$ cat config.mk
export PLATFORM = sky130hd
export DESIGN_NAME = mips_muldiv_unit
export DESIGN_NICKNAME = d
export VERILOG_FILES = /design/src/rtl/mips_muldiv_unit.sv
export SDC_FILE = /design/constraint.sdc
export NUM_CORES = 1
export LEC_CHECK = 0
export CAP_MARGIN = 20
export CELL_PAD_IN_SITES_DETAIL_PLACEMENT = 1
export CELL_PAD_IN_SITES_GLOBAL_PLACEMENT = 2
export CORE_MARGIN = 8
export CORE_UTILIZATION = 35
export DETAILED_ROUTE_END_ITERATION = 16
export GPL_TIMING_DRIVEN = 0
export PLACE_DENSITY_LB_ADDON = 0.1
export SLEW_MARGIN = 20
export SYNTH_ARGS = -nofsm -noshare
export SYNTH_HDL_FRONTEND = slang
export SYNTH_SLANG_ARGS = --single-unit
$ cat constraint.sdc
create_clock -name clk -period 7.2 [get_ports clk]
set_input_delay 1.08 -clock clk [delete_from_list [all_inputs] [get_ports clk]]
set_output_delay 1.08 -clock clk [all_outputs]
set_load 0.005 [all_outputs]
$ cat src/rtl/mips_muldiv_unit.sv
// Iterative MIPS multiply/divide unit that owns the HI/LO registers.
// It does one shift-add or restoring shift-subtract step per cycle, then applies the sign fix-up in a single final cycle.
module mips_muldiv_unit #(
    parameter int WIDTH = 32,
    parameter int CNT_W = $clog2(WIDTH)
) (
    input  logic             clk,
    input  logic             reset,
    input  logic             start,
    input  logic [2:0]       op,
    input  logic [WIDTH-1:0] a,
    input  logic [WIDTH-1:0] b,
    input  logic             cancel,
    output logic             busy,
    output logic             done,
    output logic             div_by_zero,
    output logic [WIDTH-1:0] hi,
    output logic [WIDTH-1:0] lo
);

    typedef enum logic [1:0] {
        S_IDLE = 2'd0,
        S_RUN  = 2'd1,
        S_FIN  = 2'd2
    } state_t;

    state_t               state_q, state_d;
    logic [CNT_W-1:0]     cnt_q, cnt_d;
    logic [2*WIDTH-1:0]   acc_q, acc_d;
    logic [WIDTH-1:0]     opnd_q, opnd_d;
    logic                 div_q, div_d;
    logic                 qneg_q, qneg_d;
    logic                 rneg_q, rneg_d;
    logic                 dbz_q, dbz_d;
    logic [WIDTH-1:0]     hi_q, hi_d;
    logic [WIDTH-1:0]     lo_q, lo_d;
    logic                 done_q, done_d;
    logic                 dbzp_q, dbzp_d;

    function automatic logic [WIDTH-1:0] neg_if(input logic [WIDTH-1:0] v, input logic s);
        return s ? ((~v) + WIDTH'(1)) : v;
    endfunction

    function automatic logic [2*WIDTH-1:0] neg2_if(input logic [2*WIDTH-1:0] v, input logic s);
        return s ? ((~v) + (2*WIDTH)'(1)) : v;
    endfunction

    logic signed [WIDTH-1:0] a_sgn, b_sgn;
    logic                    op_signed, a_neg, b_neg;
    logic [WIDTH-1:0]        a_abs, b_abs;

    assign a_sgn     = a;
    assign b_sgn     = b;
    assign op_signed = ~op[0];
    assign a_neg     = op_signed & (a_sgn < 0);
    assign b_neg     = op_signed & (b_sgn < 0);
    assign a_abs     = neg_if(a, a_neg);
    assign b_abs     = neg_if(b, b_neg);

    // Multiply step: the low half holds the remaining multiplier bits, the product grows in from the top.
    logic [WIDTH:0]       mul_sum;
    logic [2*WIDTH-1:0]   mul_acc;
    assign mul_sum = {1'b0, acc_q[2*WIDTH-1:WIDTH]} + (acc_q[0] ? {1'b0, opnd_q} : '0);
    assign mul_acc = {mul_sum, acc_q[WIDTH-1:1]};

    // Divide step: the partial remainder sits in the top half, and quotient bits shift in from the bottom.
    logic [WIDTH:0]       rem_sh;
    logic                 div_ge;
    logic [WIDTH-1:0]     div_rem;
    logic [2*WIDTH-1:0]   div_acc;
    assign rem_sh  = acc_q[2*WIDTH-1:WIDTH-1];
    assign div_ge  = rem_sh >= {1'b0, opnd_q};
    assign div_rem = div_ge ? (rem_sh[WIDTH-1:0] - opnd_q) : rem_sh[WIDTH-1:0];
    assign div_acc = {div_rem, acc_q[WIDTH-2:0], div_ge};

    always_comb begin
        state_d = state_q;
        cnt_d   = cnt_q;
        acc_d   = acc_q;
        opnd_d  = opnd_q;
        div_d   = div_q;
        qneg_d  = qneg_q;
        rneg_d  = rneg_q;
        dbz_d   = dbz_q;
        hi_d    = hi_q;
        lo_d    = lo_q;
        done_d  = 1'b0;
        dbzp_d  = 1'b0;
        case (state_q)
            S_IDLE: begin
                if (start) begin
                    case (op)
                        3'b100: hi_d = a;
                        3'b101: lo_d = a;
                        3'b000, 3'b001, 3'b010, 3'b011: begin
                            div_d   = op[1];
                            qneg_d  = a_neg ^ b_neg;
                            rneg_d  = a_neg;
                            dbz_d   = (b == '0);
                            opnd_d  = op[1] ? b_abs : a_abs;
                            acc_d   = {{WIDTH{1'b0}}, (op[1] ? a_abs : b_abs)};
                            cnt_d   = CNT_W'(WIDTH - 1);
                            state_d = S_RUN;
                        end
                        default: ;
                    endcase
                end
            end
            S_RUN: begin
                if (cancel) begin
                    state_d = S_IDLE;
                end else begin
                    acc_d = div_q ? div_acc : mul_acc;
                    cnt_d = cnt_q - CNT_W'(1);
                    if (cnt_q == '0) state_d = S_FIN;
                end
            end
            S_FIN: begin
                state_d = S_IDLE;
                if (!cancel) begin
                    // A zero divisor leaves the dividend as the remainder, so the sign fix-up restores the original a.
                    if (div_q) begin
                        lo_d = dbz_q ? '1 : neg_if(acc_q[WIDTH-1:0], qneg_q);
                        hi_d = neg_if(acc_q[2*WIDTH-1:WIDTH], rneg_q);
                    end else begin
                        {hi_d, lo_d} = neg2_if(acc_q, qneg_q);
                    end
                    done_d = 1'b1;
                    dbzp_d = div_q & dbz_q;
                end
            end
            default: state_d = S_IDLE;
        endcase
    end

    always_ff @(posedge clk or posedge reset) begin
        if (reset) begin
            state_q <= S_IDLE;
            cnt_q   <= '0;
            acc_q   <= '0;
            opnd_q  <= '0;
            div_q   <= 1'b0;
            qneg_q  <= 1'b0;
            rneg_q  <= 1'b0;
            dbz_q   <= 1'b0;
            hi_q    <= '0;
            lo_q    <= '0;
            done_q  <= 1'b0;
            dbzp_q  <= 1'b0;
        end else begin
            state_q <= state_d;
            cnt_q   <= cnt_d;
            acc_q   <= acc_d;
            opnd_q  <= opnd_d;
            div_q   <= div_d;
            qneg_q  <= qneg_d;
            rneg_q  <= rneg_d;
            dbz_q   <= dbz_d;
            hi_q    <= hi_d;
            lo_q    <= lo_d;
            done_q  <= done_d;
            dbzp_q  <= dbzp_d;
        end
    end

    assign busy        = (state_q != S_IDLE);
    assign done        = done_q;
    assign div_by_zero = dbzp_q;
    assign hi          = hi_q;
    assign lo          = lo_q;

endmodule

==> out/metrics.yaml, run 1 <==
avgSynthCellArea_um2: 7.642
startpoint_type: "flop"
die_area_um2: 49570
vias: 15841
viasPerCell: 5.951
clkPwrFrac_pct: 14.3
pin_count: 138
cts-root-buf: "clkbuf_16"
cts_resized: 0
power.internal_mw: 3.235
async_flop_share_pct: 100.0
seq_power_share_pct: 27.1
synth_seq_area_share_pct: 28.96
yosys.cell_types.count: 74
slew_viol_final: 0
finalHoldViolations: 0
cts_tree: "yes"
grt_max_degree: 92
yosys-top-cells-area: "dfrtp_1 (29%), a21oi_1 (7.3%), xnor2_1 (6.0%)"
cts_setup_buffers: 0
rrSetupSlack_ns: 2.40
instances_no_fill: 2662
fill_cells: 5201
skew_ns: 0.01677
wl_per_cell_um: 26.44
critical_path_arrival_ns: 5.23
grt_usage_pct: 28.00
cts_max_path_buffers: 2
cap_violations: 0
clock-sinks: 173
r2r_start: "acc_q[0]"
die_w_um: 222.7
htree_levels: 4
synth-main-ff-cell: "dfrtp_1"
synth.top_cell.area_share_pct: 28.96
rsz0062_at_grt: "no"
wirelength_mm: 70.39
r2r_cells: 13
clk_latency_ns: 0.49
finalWeightedCongestion: 0.9083
swShare_pct: 49.74
dr.pass1.iters: 5
pwr_density_cell_nw_per_um2: 366.7
synth_edf_count: 0
end_kind: "flop"
r2r_end: "acc_q[63]"
core_um2: 42040
gr-total-overflow: 0
placedCellCount: 2631
portBuffers: 135
relSlewSlack_pct: 31.74
fmax_ghz: 0.2085
drc: 0
initial_core_util_pct: 35.55
drt-initial-drc-count: 1272
synthCells: 1956
status: "finished clean"
clkTransAtPathRegs_ns: 0.08
finalSetupViolations: 0
final_util_pct: 41.75
path_class: "reg2reg"
worst_slack_ns: 2.405
die_h_um: 222.7
pre_cts_ws_ns: 2.547
min_period_ns: 4.795
area_growth_pct: 17.42
syn-num-nets: 2099
hold_path.class: "reg2reg"
cp.required_ns: 7.63
hold_slack_ns: 0.4794
hpwl_mm: 57.02
tightestPinTransition_ns: 1.020
hold_depth: 2
synth.largest_area_cell: "dfrtp_1"
netlist_area_um2: 14950
grt_pass1_wl_mm: 105.1
ant_nets: 0
cellLeakagePower_nw: 7.440
grt_pass1_vias: 16010
ys_ff_latch: 173
fin_crit_sh_pct: 66.60
ir_drop_mv: 0.2083
path_max_fanout: 10
num_rows: 75
p_comb_share_pct: 58.6
ys.warnings.count: 0
startpoint: "acc_q[0]"
antenna_found_initial: 0
switchingPower_mw: 3.201
layout-drive-gt1-share_pct: 3.157
fin_nets: 2254
endpoint: "acc_q[63]"
cts_buffers: 17
cts_hold_buf: 0
registers in the layout (all words and copies together) (netlist names):
signal / count
opnd_q: 32
div_q: 1
dbz_q: 1
done: 1
qneg_q: 1
div_by_zero: 1
lo: 32
acc_q: 64
cnt_q: 5
state_q: 2
rneg_q: 1
hi: 32
logic make-up (layout without fill, tap and decap cells):
logic type,count (synthesis),in the layout,share of synthesized area (%)
AO/OA/AOI/OAI,658,658,26.65
XOR/XNOR,167,167,9.786
adder cells (fa/ha/maj),72,72,6.128
buffers and inverters,200,366,5.140
flip-flops,173,173,28.96
multiplexers,57,57,3.842
other,0,1,0
AND/OR/NAND/NOR,629,629,19.50
area by class of cell:
cell class | instances | area [um2] | area share, %
inverters | 74 | 285.3 | 1.625
plain buffers | 126 | 490.5 | 2.795
flip-flops and latches | 173 | 4329 | 24.67
clock buffers | 20 | 456.7 | 2.602
repair buffers | 136 | 1379 | 7.856
clock inverters | 10 | 83.83 | 0.4776
well taps | 539 | 674.4 | 3.843
diodes | 1 | 2.502 | 0.01426
multi-input cells | 1583 | 9849 | 56.12
routing by layer:
metal / wire length, um / track usage, %
met4: 1682 / 8.751
met5: 0 / 0
met1: 33120 / 39.14
met3: 4070 / 4.623
met2: 31520 / 43.61
layout by cell type, fill, tap and decap left out, types with 17 or more instances in the layout:
| master | Yosys | routed |
|---|---|---|
| or3_1 | 21 | 21 |
| a21oi_1 | 218 | 218 |
| inv_1 | 74 | 73 |
| nand3_1 | 32 | 32 |
| nor4_1 | 17 | 17 |
| nor3_1 | 55 | 55 |
| ha_1 | 70 | 70 |
| mux2i_1 | 54 | 54 |
| nand2_1 | 195 | 195 |
| o31ai_1 | 27 | 27 |
| clkbuf_1 | 110 | 111 |
| clkdlybuf4s50_1 | 0 | 135 |
| a211oi_1 | 17 | 17 |
| a21o_1 | 37 | 37 |
| xor2_1 | 64 | 64 |
| a31oi_1 | 21 | 21 |
| nand2b_1 | 18 | 18 |
| o22ai_1 | 33 | 33 |
| o21ai_0 | 172 | 172 |
| xnor2_1 | 103 | 103 |
| nor2_1 | 205 | 205 |
| o21ai_1 | 17 | 17 |
| o211ai_1 | 21 | 21 |
| clkbuf_16 | 0 | 17 |
| dfrtp_1 | 173 | 173 |
metrics by stage:
stage | TNS (ns) | power [mW] | instance area, um2
5_1_grt | 0 | 6.870 | 17550
6_report | 0 | 6.435 | 17550
3_5_place_dp | 0 | 5.468 | 17010
2_1_floorplan | 0 | 4.047 | 14950
3_3_place_gp | -268.36 | 5.397 | 16970
4_1_cts | 0 | 6.406 | 17550
how the worst min path moves through the flow:
stage	from	to	slack, ns
final	lo[25]	lo[25]	0.48
after CTS	lo[25]	lo[25]	0.48
after global routing	hi[30]	hi[30]	0.51
after global placement	hi[30]	hi[30]	0.46
after detailed placement	lo[25]	lo[25]	0.47
after floorplan	opnd_q[14]	opnd_q[14]	0.45
worst max-delay path, cell delays in order (launching register included):
cell      delay [ns]
dfrtp_1         0.53
inv_1           0.18
clkbuf_1        0.52
nor2_1          0.10
ha_1            0.42
nand4_1         0.20
a211oi_1        0.51
o21ai_1         0.27
or3_1           0.52
a31o_2          0.34
o31ai_2         0.41
a21boi_0        0.28
o221ai_1        0.26
o211a_1         0.18
cells in the mapped netlist (10+ instances only):
cell type / n
o31ai_1: 27
mux2i_1: 54
clkbuf_1: 110
nand2b_1: 18
o21ai_1: 17
a21oi_1: 218
o22ai_1: 33
o211ai_1: 21
o41ai_1: 10
o21a_1: 11
a211oi_1: 17
xor2_1: 64
nand4_1: 14
dfrtp_1: 173
nor2_1: 205
a31oi_1: 21
nor3_1: 55
inv_1: 74
xnor2_1: 103
a21o_1: 37
a22o_1: 10
nand3_1: 32
or3_1: 21
o21ai_0: 172
ha_1: 70
nor4_1: 17
and3_1: 15
or4_1: 15
nand2_1: 195
power by group through the flow:
| stage | clock network, mW | registers, mW | logic, mW |
|---|---|---|---|
| after floorplan | 0 | 1.53 | 2.51 |
| after global placement | 0 | 1.73 | 3.67 |
| after detailed placement | 0 | 1.74 | 3.73 |
| after CTS | 0.939 | 1.72 | 3.74 |
| after global routing | 0.966 | 1.77 | 4.13 |
| final | 0.921 | 1.74 | 3.77 |
Power figures use the tool's default switching activity.
==> inputs of run 2 (changes only) <==
--- a/config.mk
+++ b/config.mk
@@ -9,7 +9,7 @@
 export CELL_PAD_IN_SITES_DETAIL_PLACEMENT = 1
 export CELL_PAD_IN_SITES_GLOBAL_PLACEMENT = 2
 export CORE_MARGIN = 8
-export CORE_UTILIZATION = 35
+export CORE_UTILIZATION = 31
 export DETAILED_ROUTE_END_ITERATION = 16
 export GPL_TIMING_DRIVEN = 0
 export PLACE_DENSITY_LB_ADDON = 0.1
==> constraint.sdc (replaced) <==
create_clock -name clk -period 3.9 [get_ports clk]
set_input_delay 0.585 -clock clk [delete_from_list [all_inputs] [get_ports clk]]
set_output_delay 0.585 -clock clk [all_outputs]
set_load 0.005 [all_outputs]
==> run 2 against run 1 <==
Effect of this change:
- clock-buffer cell count decreased by 2
- global-route usage shrank 2.6 points
- sequential power increased by 84%
- clock power rose by 110%
- critical path depth unchanged
- critical path type unchanged
- critical endpoint is now acc_q[59]
- highest routed layer unchanged
==> out/metrics.yaml, run 2 (synthesis gave the netlist of run 1 again) <==
fin_crit_sh_pct: 96.19  # +30 points
area_growth_pct: 19.84
grt_pass1_vias: 15970  # -0.25%
cts-root-buf: "clkbuf_16"
die_area_um2: 55500  # +12%
pin_count: 138  # unchanged
ir_drop_mv: 0.3423  # +64%
vias: 15804  # -0.23%
finalWeightedCongestion: 0.9109  # +0.29%
viasPerCell: 5.759  # -3.2%
grt_usage_pct: 25.44  # -2.6 points
pwr_density_cell_nw_per_um2: 681.7  # +86%
max_stage_delay_ns: 0.51  # -0.02 ns
cts_max_path_buffers: 2  # unchanged
cp_top_family: "compound AO/OA/AOI/OAI gates"
final.setup.tns_ns: 0  # unchanged
initial_core_util_pct: 31.37  # -4.2 points
clk_latency_ns: 0.50  # about the same
layout_commonest_cell: "a21oi_1"
die_w_um: 235.6  # +5.8%
grt_pass1_wl_mm: 106.8  # +1.7%
end_kind: "flop"
critical_path_arrival_ns: 4.13  # -1.10 ns
htree_levels: 4  # unchanged
die_h_um: 235.6  # +5.8%
dr.pass1.iters: 5  # unchanged
finalHoldViolations: 0  # unchanged
cellLeakagePower_nw: 7.561  # +1.6%
cp.required_ns: 4.28  # -3.35 ns
wirelength_mm: 72.13  # +2.5%
cp_slowest_cell: "or3_1"
slew_viol_final: 0  # unchanged
hold_slack_ns: 0.4549  # -0.02456 ns
path_max_fanout: 10  # unchanged
finalSetupViolations: 0  # unchanged
layout-drive-gt1-share_pct: 4.321  # +1.2 points
hpwl_mm: 58.76  # +3.1%
ant_nets: 0  # unchanged
relSlewSlack_pct: 25.30  # -6.4 points
largest_reg_flops: 64  # unchanged
drc: 0  # unchanged
grt_max_degree: 31  # -66%
cts_hold_buf: 0  # unchanged
power_mw: 12.21  # +90%
status: "finished clean"
antenna_found_initial: 0  # unchanged
path_cells: "inv_1 -> clkbuf_4 -> nor2_1 -> ha_1 -> nand4_1 -> a211oi_2 -> o21ai_1 -> or3_1 -> a31o_2 -> o31ai_4 -> xnor2_1 -> o21ai_0 -> a22o_1"
placed_cell_area_um2: 17190  # +1.1%
stdcell_area_um2: 17910  # +2.1%
path_buf_inv: 2  # unchanged
hold_path.class: "in2async"
drt-initial-drc-count: 1020  # -20%
fmax_ghz: 0.2666  # +28%
antenna_cells: 0  # -1
tightestPinTransition_ns: 1.116  # +0.09628 ns
core_um2: 47650  # +13%
cts_buffers: 17  # unchanged
final_cell_mix: "a21oi_1 (218), nor2_1 (205), nand2_1 (195)"
min_period_ns: 3.752  # -1.044 ns
top_register: "acc_q"
clkTransAtPathRegs_ns: 0.08  # about the same
clock-sinks: 173  # unchanged
cts_tree: "yes"
fin_nets: 2259  # +0.22%
startpoint_type: "flop"
path_class: "reg2reg"
fill_cells: 5822  # +12%
skew_ns: 0.01914  # +0.002366 ns
gr-total-overflow: 0  # unchanged
portBuffers: 135  # unchanged
num_rows: 80  # +6.7%
cap_violations: 0  # unchanged
wl_per_cell_um: 26.29  # -0.60%
-- run 2: path summary, 6_finish.rpt --
kind,slack [ns],depth (start not counted),end,from
worst max-delay path,0.15,13,acc_q[59],acc_q[0]
worst min-delay path,0.45,2,lo[8],reset
worst max register to register,0.15,13,acc_q[59],acc_q[0]
worst min register to register,0.49,2,lo[28],lo[28]
max in group asynchronous,2.67,4,acc_q[0],reset
min in group clk,0.49,2,lo[28],lo[28]
-- run 2: metrics by stage --
step / cells / worst slack, ns / util (%)
final: 2744 / 0.1484 / 37.59
after global routing: 2744 / -0.0007008 / 37.59
after CTS: 2744 / 0.002958 / 37.48
after detailed placement: 2712 / -0.6570 / 36.08
after global placement: 2706 / -0.7673 / 35.83
after floorplan: 1956 / 0.7195 / -
-- run 2: power breakdown --
| part | internal, mW | switching [mW] | leakage (nW) |
|---|---|---|---|
| registers | 2.32 | 0.883 | 2.11 |
| clock network | 1.05 | 0.917 | 0.312 |
| logic | 2.84 | 4.20 | 5.14 |
| total | 6.21 | 6.00 | 7.56 |
-- run 2: cell type report --
cell class / count / area (um2) / area share (%)
Buffer: 124 / 496.7 / 2.773
Clock buffer: 18 / 439.2 / 2.452
Clock inverter: 14 / 193.9 / 1.083
Inverter: 74 / 281.5 / 1.572
Multi-Input combinational cell: 1583 / 9912 / 55.34
Sequential cell: 173 / 4333 / 24.19
Tap cell: 615 / 769.5 / 4.296
Timing Repair Buffer: 143 / 1486 / 8.298
-- run 2: worst register-to-register path, stage by stage (launching register included) --
cell	delay, ns
dfrtp_2	0.43
inv_1	0.13
clkbuf_4	0.25
nor2_1	0.07
ha_1	0.40
nand4_1	0.17
a211oi_2	0.27
o21ai_1	0.21
or3_1	0.51
a31o_2	0.34
o31ai_4	0.29
xnor2_1	0.22
o21ai_0	0.12
a22o_1	0.23
-- run 2: per-layer routing --
metal / vias up / GRT usage (%) / share of wire, %
met1: 7916 / 35.14 / 47
li1: 7344 / - / -
met2: 456 / 39.29 / 44
met3: 88 / 4.682 / 5.4
met5: - / 0 / 0
met4: 0 / 8.986 / 3.0
-- run 2: what timing repair did --
item | 4_1_cts | 5_1_grt
setup buffers | 0 | 2
pin swaps | 0 | 1
resized for setup | 10 | 12
endpoints found under the setup margin | 15 | 32
==> patch (settings of run 2) <==
Remove the register `dbzp_q`: a continuous assignment takes its place, so the output `div_by_zero` follows one clock earlier.
--- a/src/rtl/mips_muldiv_unit.sv
+++ b/src/rtl/mips_muldiv_unit.sv
@@ -147,5 +147,4 @@
             lo_q    <= '0;
             done_q  <= 1'b0;
-            dbzp_q  <= 1'b0;
         end else begin
             state_q <= state_d;
@@ -160,7 +159,8 @@
             lo_q    <= lo_d;
             done_q  <= done_d;
-            dbzp_q  <= dbzp_d;
         end
     end
+
+    assign dbzp_q = dbzp_d;
 
     assign busy        = (state_q != S_IDLE);
Check against the original RTL: not settled (the Yosys comparison gave no result); the edit may change what the design does.
==> patch against run 2 <==
Total power shrank 0.65%. Count of clock-buffer cells in the layout up 1. Critical path depth is 3 lower. Cell area fell by 0.36%. Clock skew shrank 0.0050 ns. Synthesized cell count about the same. Combinational power is essentially flat. Worst setup slack worse by 0.013 ns. Sequential cell count is 1 lower. Synthesized area fell by 0.17%. Wire length is 0.87% higher.
==> patch: results (changes against run 2) <==
Placement
  • Placed cell areas: 0.0172 sq mm (-0.15%)
  • Post-placement worst setup slack: -0.721 ns (-0.0639 ns)
  • Final HPWL from detailed placement: 59000 um (+0.45%)
  • IO buf count: 135 (unchanged)
  • Routability-driven placement congestion ratio: 0.903 (-0.90%)

Logic synthesis
  • Yosys warning count: 0 (unchanged)
  • Post-synthesis cell type count: 74 (unchanged)
  • Share of flip-flops with an asynchronous set or reset: 1.00 (unchanged)
  • Seq/Total Area, Yosys: 0.288 (-0.00119)
  • Net count after synthesis: 2098 (-0.048%)
  • Commonest cells post-synth: 218 x sky130_fd_sc_hd__a21oi_1, 205 x sky130_fd_sc_hd__nor2_1, 195 x sky130_fd_sc_hd__nand2_1
  • Leading register cell type out of synthesis: sky130_fd_sc_hd__dfrtp_1
  • Synth area leaders: sky130_fd_sc_hd__dfrtp_1 29%, sky130_fd_sc_hd__a21oi_1 7.3%, sky130_fd_sc_hd__xnor2_1 6.0%

Pwr
  • Leakage: 7.52 nW (-0.49%)
  • Highest ir drop seen on vdd: 0.345 mV (+0.84%)

Timing
  • Layout Skew: 0.0142 ns (-0.00498 ns)
  • Worst Max-Slew Pin Slew: 1.11 ns (-0.0113 ns)
  • Least setup slack across all paths after layout: 0.135 ns (-0.0132 ns)
  • WHS: 0.418 ns (-0.0366 ns)

Setup path
  • Depth of the worst register-to-register path: 13 (unchanged)
  • Critical register-to-register path endpoint: acc_q[63]$_DFFE_PP0P_
  • Start point of the critical path: a[3]
  • Arrival time of the worst setup path: 4.12 ns (about the same)
  • Termination of the worst setup path: opnd_q[26]$_DFFE_PP0P_
  • Launch instance of the worst register-to-register path: acc_q[0]$_DFFE_PP0P_
  • Reg-to-reg slack, setup: 0.15 ns
  • CP max FO: 5 (-5)

Global routing
  • Overall routing resource usage: 0.257 (+0.00250)
  • Number of antenna violations at the first check in global routing: 0 (unchanged)
  • Wire length of the first global-routing pass: 108000 um (+1.0%)
  • Pin count of the biggest net entering global routing: 33 (+6.5%)

Clock tree
  • Later-pin clock latency in the skew report: 0.50 ns (about the same)
  • Clock H-tree levels: 4 (unchanged)
  • Number of CTS-inserted buffers: 17 (unchanged)
  • Worst-path clk slew: 0.08 ns (about the same)
  • Root Buffer Master: sky130_fd_sc_hd__clkbuf_16
  • Worst-case clock buffer depth: 2 (unchanged)

Detailed routing
  • DRC marker count from the first detailed-route iteration: 1053 (+3.2%)
  • Total via count after detailed routing: 15800 (-0.25%)
  • Number of search-and-repair iterations in the first detailed-routing pass: 7 (+2)
  • WL final: 72800 um (+0.87%)

Cells and area
  • NumNets Final: 2256 (-0.13%)
  • Ant diodes: 0 (unchanged)
  • Max reg flops: 64 (unchanged)
  • Area occupied by registers: 0.00431 sq mm (-0.55%)
  • Fill count: 5820 (-0.034%)
  • Most flop-heavy register: acc_q
  • Share of layout cells above drive strength 1: 0.0437 (+0.000531)

Worst hold path
  • Kind of path behind the tightest hold check: input pin to async pin

Run status
  • Outcome: finished clean
==> patch: cell types whose count changed in the layout (fill, tap and decap cells not counted), moves of 2 or more <==
cell                       before  now
sky130_fd_sc_hd__buf_2          2    4
sky130_fd_sc_hd__clkbuf_1     105  103
sky130_fd_sc_hd__clkbuf_4       4    1
sky130_fd_sc_hd__dfrtp_1      170  168
sky130_fd_sc_hd__inv_8          3    1
==> patch: final cells by class <==
class | count | share of cell area
timing repair buffer | 143 | 0.0833
clock inverter | 13 | 0.00862
sequential | 172 | 0.241
tap | 615 | 0.0431
multi-input combinational | 1583 | 0.555
buffer | 122 | 0.0271
clock buffer | 19 | 0.0254
inverter | 74 | 0.0158
==> patch: cell families (layout without fill, tap and decap cells) <==
logic type	Yosys count	count (layout)	share of synthesized area
buffers and inverters	200	371	0.0515
adder cells (fa/ha/maj)	72	72	0.0614
XOR/XNOR	167	167	0.0980
multiplexers	57	57	0.0385
AND/OR/NAND/NOR	629	629	0.195
AO/OA/AOI/OAI	658	658	0.267
flip-flops	172	172	0.288
==> patch: repair_timing <==
| item | CTS | global route |
|---|---|---|
| hold buffers | 0 | 0 |
| setup buffers | 2 | 0 |
| endpoints found under the setup margin | 16 | 27 |
| endpoints found under the hold margin | 0 | 0 |
| gates resized for setup | 11 | 12 |
| pin swaps | 1 | 1 |
==> patch: through the flow <==
| step | power (W) | std cells |
|---|---|---|
| 5_1_grt | 0.0130 | 2741 |
| 4_1_cts | 0.0121 | 2745 |
| 2_1_floorplan | 0.00746 | 1955 |
| 3_3_place_gp | 0.00998 | 2705 |
| 6_report | 0.0121 | 2741 |
| 3_5_place_dp | 0.0101 | 2711 |
==> patch: metal layers <==
| layer | wire length, um | global-route usage |
|---|---|---|
| met1 | 35100 | 0.358 |
| met2 | 32600 | 0.403 |
| met3 | 3290 | 0.0420 |
| met4 | 1740 | 0.0774 |
| met5 | 0 | 0 |
==> patch: worst max-delay path: stages <==
cell	delay, ns
sky130_fd_sc_hd__clkdlybuf4s50_1	0.60
sky130_fd_sc_hd__or3_1	0.50
sky130_fd_sc_hd__nor3b_1	0.49
sky130_fd_sc_hd__nand3_1	0.18
sky130_fd_sc_hd__or3_1	0.47
sky130_fd_sc_hd__o31ai_1	0.30
sky130_fd_sc_hd__xor2_1	0.59
sky130_fd_sc_hd__nor2_1	0.09
sky130_fd_sc_hd__a21oi_1	0.21
sky130_fd_sc_hd__o21ai_0	0.11
==> patch: power breakdown <==
part	leakage, nW	switching, W	internal, W
Clock	0.298	0.000913	0.000995
Combinational	5.13	0.00420	0.00283
Sequential	2.09	0.000883	0.00231
Total	7.52	0.00599	0.00614
